$ cat src/rtl/op_fetch_sequencer.sv
// Opcode-fetch front end and T-state/M-cycle sequencer.
// A small prefetch FIFO feeds the current opcode register at the fetch point
// (M1T1). The sequencer walks TSTATES T-states per M-cycle for the number of
// M-cycles the decoder requests, tags the opcode that follows a prefix opcode,
// and pops the next opcode back-to-back when one is buffered.
//
// Handshake: op_in is accepted on a rising clk edge where op_in_valid and
// op_in_ready are both high; op_in_ready is simply "FIFO not full" and never
// depends on op_in_valid. A word offered while op_in_ready is low is dropped.
module op_fetch_sequencer #(
  parameter int              DATA_W     = 8,
  parameter int              FIFO_DEPTH = 2,
  parameter int              TSTATES    = 4,
  parameter int              MAX_MCYC   = 6,
  parameter int              PREFIX_EN  = 1,
  parameter logic [DATA_W-1:0] PREFIX_OP = 8'hCB
) (
  input  logic                              clk,
  input  logic                              rst,
  input  logic [DATA_W-1:0]                 op_in,
  input  logic                              op_in_valid,
  output logic                              op_in_ready,
  input  logic [$clog2(MAX_MCYC+1)-1:0]     mcycles_req,
  input  logic                              stall,
  output logic [DATA_W-1:0]                 op,
  output logic                              op_prefixed,
  output logic [$clog2(TSTATES)-1:0]        t_state,
  output logic [$clog2(MAX_MCYC)-1:0]       m_cycle,
  output logic                              m1t1,
  output logic                              fetch_wait,
  output logic [$clog2(FIFO_DEPTH+1)-1:0]   fifo_count,
  output logic [1:0]                        state_dbg
);

  localparam int MC_W  = $clog2(MAX_MCYC+1);
  localparam int T_W   = $clog2(TSTATES);
  localparam int M_W   = $clog2(MAX_MCYC);
  localparam int CNT_W = $clog2(FIFO_DEPTH+1);
  localparam int PTR_W = $clog2(FIFO_DEPTH);

  typedef enum logic [1:0] {
    IDLE  = 2'd0,
    FETCH = 2'd1,
    RUN   = 2'd2
  } state_t;

  state_t             state_q, state_d;
  logic [T_W-1:0]     t_q, t_d;
  logic [M_W-1:0]     m_q, m_d;
  logic [MC_W-1:0]    mcyc_q, mcyc_eff;
  logic               latch_en;
  logic               pop, push;
  logic               empty, full;
  logic [DATA_W-1:0]  mem [FIFO_DEPTH];
  logic [PTR_W-1:0]   rd_ptr, wr_ptr;
  logic [CNT_W-1:0]   count;

  assign empty       = (count == '0);
  assign full        = (count == CNT_W'(FIFO_DEPTH));
  assign op_in_ready = !full;
  assign push        = op_in_valid && !full;

  // Decoder request made legal: 0 -> 1, clamp to MAX_MCYC, prefix forced to 1.
  always_comb begin
    mcyc_eff = mcycles_req;
    if ((PREFIX_EN != 0) && (op == PREFIX_OP) && !op_prefixed)
      mcyc_eff = MC_W'(1);
    else if (mcycles_req == '0)
      mcyc_eff = MC_W'(1);
    else if (mcycles_req > MC_W'(MAX_MCYC))
      mcyc_eff = MC_W'(MAX_MCYC);
  end

  // Next-state, counter advance and pop decision.
  always_comb begin
    state_d  = state_q;
    t_d      = t_q;
    m_d      = m_q;
    pop      = 1'b0;
    latch_en = 1'b0;
    case (state_q)
      IDLE: state_d = FETCH;
      FETCH: begin
        t_d = '0;
        m_d = '0;
        if (!empty) begin
          pop     = 1'b1;
          state_d = RUN;
        end
      end
      RUN: begin
        if (!stall) begin
          if ((t_q == '0) && (m_q == '0))
            latch_en = 1'b1;
          if (t_q == T_W'(TSTATES-1)) begin
            t_d = '0;
            if ((MC_W'(m_q) + MC_W'(1)) == mcyc_q) begin
              m_d = '0;
              if (!empty) pop = 1'b1;
              else        state_d = FETCH;
            end else begin
              m_d = m_q + M_W'(1);
            end
          end else begin
            t_d = t_q + T_W'(1);
          end
        end
      end
      default: state_d = IDLE;
    endcase
  end

  // Sequencer registers: state, counters, M-cycle latch, current opcode.
  always_ff @(posedge clk or negedge rst) begin
    if (!rst) begin
      state_q     <= IDLE;
      t_q         <= '0;
      m_q         <= '0;
      mcyc_q      <= MC_W'(1);
      op          <= '0;
      op_prefixed <= 1'b0;
    end else begin
      state_q <= state_d;
      t_q     <= t_d;
      m_q     <= m_d;
      if (latch_en)
        mcyc_q <= mcyc_eff;
      if (pop) begin
        op          <= mem[rd_ptr];
        op_prefixed <= (PREFIX_EN != 0) && (op == PREFIX_OP) && !op_prefixed;
      end
    end
  end

  // FIFO storage; contents need no reset since pointers and count do.
  always_ff @(posedge clk) begin
    if (push)
      mem[wr_ptr] <= op_in;
  end

  // FIFO pointers and occupancy.
  always_ff @(posedge clk or negedge rst) begin
    if (!rst) begin
      rd_ptr <= '0;
      wr_ptr <= '0;
      count  <= '0;
    end else begin
      if (push) wr_ptr <= wr_ptr + PTR_W'(1);
      if (pop)  rd_ptr <= rd_ptr + PTR_W'(1);
      case ({push, pop})
        2'b10:   count <= count + CNT_W'(1);
        2'b01:   count <= count - CNT_W'(1);
        default: count <= count;
      endcase
    end
  end

  assign t_state    = t_q;
  assign m_cycle    = m_q;
  assign m1t1       = (state_q == RUN) && (t_q == '0) && (m_q == '0);
  assign fetch_wait = (state_q == FETCH) && empty;
  assign fifo_count = count;
  assign state_dbg  = state_q;

endmodule

$ cat config.mk
export PLATFORM = sky130hd
export DESIGN_NAME = op_fetch_sequencer
export DESIGN_NICKNAME = d
export VERILOG_FILES = /design/src/rtl/op_fetch_sequencer.sv
export SDC_FILE = /design/constraint.sdc
export NUM_CORES = 1
export LEC_CHECK = 0
export BUFFER_PORTS_ARGS = -buffer_cell sky130_fd_sc_hd__buf_2
export CORE_MARGIN = 1.5
export CORE_UTILIZATION = 54
export DETAILED_ROUTE_END_ITERATION = 16
export PLACE_DENSITY = 0.82
export SLEW_MARGIN = 25
export SYNTH_ARGS = -nofsm -noshare
export SYNTH_HDL_FRONTEND = slang
export SYNTH_SLANG_ARGS = --single-unit
export TNS_END_PERCENT = 5
$ cat constraint.sdc
create_clock -name clk -period 2.7 [get_ports clk]
set_clock_uncertainty 0.2 [all_clocks]
set_input_delay 0.135 -clock clk [delete_from_list [all_inputs] [get_ports clk]]
set_output_delay 0.135 -clock clk [all_outputs]
set_load 0.02 [all_outputs]
# Word-level counts from Yosys, hierarchy flattened
# Memories as Yosys holds them, arrays and structs flattened. A register that Yosys moved wholly into a read port is not among the register bits.
# Cells that the tools add are included.
word_totals:
  reg_bits: 15
  ramBits: 16
  inputBits: 15
  out_inout_bits: 21
  elab_cells: 75
  memories: 1
classes:
  n_addsub: 6
  order_cmp: 1
  eq_ne: 13
  n_mux: 27
  reduce_logical: 19
memory_table:
  columns: ["name", "depth", "width", "read_ports", "rd_clocked_by_memory_dff", "write_ports", "line_no", "rtl"]
  rows:
  - ["mem", 2, 8, 1, 1, 1, "54", "logic [DATA_W-1:0] mem [FIFO_DEPTH];"]
ops:
  columns: ["operator", "count"]
  rows:
  - ["$mux 3", 6]
  - ["$mux 2", 7]
  - ["$ne 2x2->1 const B", 5]
  - ["$mux 1", 9]
  - ["$eq 2x2->1 const B", 4]
  - ["$eq 8x8->1 const B", 1]
  - ["$pmux 2 s2", 2]
  - ["$logic_and 1x1->1", 6]
  - ["$logic_not 2->1", 3]
  - ["$logic_not 3->1", 2]
  - ["$pmux 2 s3", 1]
  - ["$pmux 3 s2", 1]
  - ["$reduce_and 5->1", 1]
  - ["$add 2x1->2 const B", 2]
  - ["$eq 2x1->1 const B", 2]
  - ["$reduce_bool 2->1", 2]
  - ["$add 3x1->3 const B", 1]
  - ["$eq 3x3->1", 1]
  - ["$gt 3x3->1 const B", 1]
  - ["$logic_not 1->1", 3]
  - ["$reduce_and 3->1", 1]
  - ["$add 1x1->1 const B", 2]
  - ["$pmux 1 s2", 1]
  - ["$reduce_and 2->1", 1]
  - ["$sub 2x1->2 const B", 1]

# Depth between registers and ports, before layout
depth:
  depth_word: 8
  mapped_depth: 11
  depth_no_buf: 9

# Worst setup path after synthesis
# OpenSTA, ideal clock, no wires.
synth_timing:
  path_kind: "reg-to-reg"
  startpoint: "reg m_q[0], in the netlist m_cycle[0]"
  endpoint: "reg count[1], in the netlist fifo_count[1]"
  setup_time_ns: 0.080
  arrival_ns: 2.112
  required_ns: 2.420
  path_slack_ns: 0.308
  path_stages_with_launch: 10
  n_path_buf: 1
  period_less_slack_ns: 2.392
  path_cell_list: "dfrtp_1 -> inv_1 -> ha_1 -> xnor2_1 -> nand3_2 -> o21ai_2 -> buf_6 -> ha_1 -> nor2_1 -> xor2_1"
synth_via:
  elab_chain_cells: 8
  word_cells_on_any_way: 10
  classes_between: "1 x add/sub; 3 x eq/ne; 5 x mux; 1 x reduce/logical"
synth_rtl:
  columns: ["item", "line_no", "rtl"]
  rows:
  - ["start, declared", "49", "logic [M_W-1:0] m_q, m_d;"]
  - ["start signal, assigned", "125", "m_q <= m_d;"]
  - ["$add 3x1->3 *", "97", "if ((MC_W'(m_q) + MC_W'(1)) == mcyc_q) begin"]
  - ["$eq 3x3->1 *", "97", null]
  - ["$mux 1 *", "97", null]
  - ["$mux 1 *", "95", "if (t_q == T_W'(TSTATES-1)) begin"]
  - ["$mux 1 *", "92", "if (!stall) begin"]
  - ["$pmux 1 s2 *", "81", "case (state_q)"]
  - ["net pop", "52", "logic pop, push;"]
  - ["$eq 2x1->1 / $eq 2x2->1 (equally long branches)", "150", "case ({push, pop})"]
  - ["$pmux 2 s2 / $reduce_bool 2->1 (equally long branches)", null, null]
  - ["end signal, assigned", "151", "2'b10: count <= count + CNT_W'(1);"]
  - ["end signal, assigned", "152", "2'b01: count <= count - CNT_W'(1);"]
  - ["end signal, assigned", "153", "default: count <= count;"]
  - ["end, declared", "56", "logic [CNT_W-1:0] count;"]
# Mark *: on every way through the listed nets, which the timed path passes. The rest lies on a longest branch.
# A chain may end at the register's enable or synchronous reset.

# Worst setup path in the final report
layout_timing:
  startpoint: "reg state_q[0], in the netlist state_dbg[0]"
  endpoint: "reg mcyc_q[1]"
layout_via:
  elab_chain_cells: 2
layout_rtl:
  columns: ["item", "line_no", "rtl"]
  rows:
  - ["start, declared", "47", "state_t state_q, state_d;"]
  - ["start signal, assigned", "123", "state_q <= state_d;"]
  - ["$eq 2x2->1", "81", null]
  - ["$mux 1", "81", null]
  - ["end signal, assigned", "127", "mcyc_q <= mcyc_eff;"]
  - ["end, declared", "50", "logic [MC_W-1:0] mcyc_q, mcyc_eff;"]
# No other way between the ends.

==> impl_metrics.toml <==
[layout]
layout-drive-gt1-share = 0.3455
nets = 214
syn2layout_area_growth_pct = 24.44
final-seq-area_mm2 = 0.001057
antenna_cells = 0
n_fill_cell = 259
multi_input_area_um2 = 730.7
fin_util = 0.6965

[clock_tree]
cts_tree = "built"
cts_resized = 0
cts_max_level = 2
insertion_delay_ns = 0.34
cts_hold_buf = 15
cts_setup_buffers = 0
cts_root_buf = "clkbuf_4"
clk_path_buf_depth = 2
clkTransAtPathRegs_ns = 0.12
cts-buffers-inserted = 5
cts_num_sinks = 39

[place]
dpl.hpwl_um = 2370
place_congestion = 0.8701
dp_slack_ns = 0.3516
portBuffers = 35

[timing]
slew_violations = 0
rsz0062_at_grt = "false"
worst_pin_slew_ns = 0.7363
hold_viol = 0
max_freq_mhz = 398.7
setup_viol = 0
setup_ws_ns = 0.1921
tns_ns = 0
period_share = 0.9288
period_needed_ns = 2.508
relSlewSlack = 0.5073

[power_and_ir_drop]
power_leakage_uw = 0.001030
totalPowerFinal_uw = 2467
cellPowerDensity_mw_per_mm2 = 1070
irDropWorstVdd_v = 0.0005118

[global_routing]
antenna_found_initial = 0
grt_pass1_wl_um = 5264
grt_pass1_vias = 1238
track_usage = 0.1991
overflow = 0
grt_max_degree = 24

[yosys]
seq_area_frac_synth = 0.5706
synth_edf_count = 16
ys_seq_elements = 39
yosys.area.top_type = "dfrtp_1"
async_flop_share = 0.5897
synth_most_common_cell = "dfrtp_1"
yosys_warnings = 0
synth.area.top_cells = "dfrtp_1 30%, edfxtp_1 26%, mux2_4 6.5%"
syn_nets = 158
synth_commonest_cells = "22 x dfrtp_1, 16 x edfxtp_1, 11 x inv_1, 9 x ha_1, 9 x mux2_2"
netlist_instances = 134
ys_types = 40
avgSynthCellArea_um2 = 13.83
synth_flop_cell = "dfrtp_1"
synth_area_mm2 = 0.001853
yosysTopAreaCellShare = 0.2971

[critical_path]
cp_max_fo = 9
start_kind = "register"
endpoint_kind = "register"
crit_type = "register to register"
arrival_ns = 2.58
required_ns = 2.77

[hold_path]
worst_hold_path_type = "primary input to async pin"

[floorplanning]
initial_utilization = 0.5597
die_w_um = 61.58
die_h_um = 61.58
rows = 21
core-area_mm2 = 0.003311
io_pins = 36
dieArea_mm2 = 0.003792

[drt]
remaining_drc_errors = 0
first_iter_violations = 75
vias = 1226
ant_nets = 0
drt_wl_total_um = 3482
via_per_inst = 5.173
firstDrtPassIters = 4
wl_per_cell_um = 14.69

[outcome]
outcome = "finished, final reports clean"

[run]
maxCapViolCount = 0
==> report_power, final <==
part	switching (uW)	internal, uW	total (uW)
Combinational	562	517	1080
Clock	189	195	384
Sequential	171	833	1000
==> cell families after synthesis <==
logic type      count (synthesis)  synth area share
mux                            18            0.1249
xor+xnor                        8           0.04524
buf+inv                        14           0.03511
flops                          39            0.5706
simple gates                   25           0.08104
compound gates                 20           0.07698
fa+ha+maj                      10           0.06617
==> per-layer routing <==
layer  routed length (um)  GRT usage  up-vias
met5                    0          0        -
met4                   57    0.09119        0
met3                  153    0.06303        7
met2                 1859     0.3744       32
met1                 1411     0.1959      595
li1                     -          -      592
==> path summary, 6_finish.rpt <==
kind / slack, ns / to / start / depth (start not counted)
min in group clk: 0.31 / mem[0][3] / op_in[3] / 2
max in group asynchronous: 1.85 / mcyc_q[0] / rst / 2
max reg2reg: 0.19 / mcyc_q[1] / state_dbg[0] / 8
max: 0.19 / mcyc_q[1] / state_dbg[0] / 8
min: 0.07 / t_state[0] / rst / 2
min reg2reg: 0.32 / wr_ptr / wr_ptr / 1
==> per-stage QoR <==
step                      cell area (um2)  cells  hold WS [ns]
after floorplan                      1853    134       -0.3606
after global placement               2077    214      -0.07601
after detailed placement             2077    214      -0.06906
after CTS                            2306    237       0.07629
after global routing                 2306    237        0.1256
final                                2306    237       0.06884
==> worst max-delay path, cell delays in order (launching register included) <==
cell and delay (ns):
dfrtp_1 0.44, inv_1 0.12, ha_1 0.17, buf_4 0.17, nand4b_1 0.12, or2_2 0.33, nor2_1 0.20, a22o_1 0.15
dlygate4sd3_1 0.54
==> final cells by class <==
class	count	area share
flip-flops and latches	39	0.4585
multi-input cells	81	0.3169
repair buffers	52	0.1476
well taps	46	0.02496
clock buffers	6	0.01791
inverters	11	0.01791
clock inverters	2	0.01628
==> flip-flops by register name, summed over array words and instances (netlist names) <==
signal	flops
fifo_count	2
wr_ptr	1
state_dbg	2
op_prefixed	1
op	8
m_cycle	3
mem	16
mcyc_q	3
t_state	2
rd_ptr	1
==> placed cells by master, fill, tap and decap left out, types with 5 or more instances in the layout <==
cell type / n
nor2_1: 7
mux2_4: 8
dfrtp_1: 22
buf_2: 35
edfxtp_1: 16
ha_1: 9
inv_1: 11
dlygate4sd3_1: 15
mux2_2: 9
clkbuf_4: 5
o21ai_0: 6
Power figures use the tool's default switching activity.
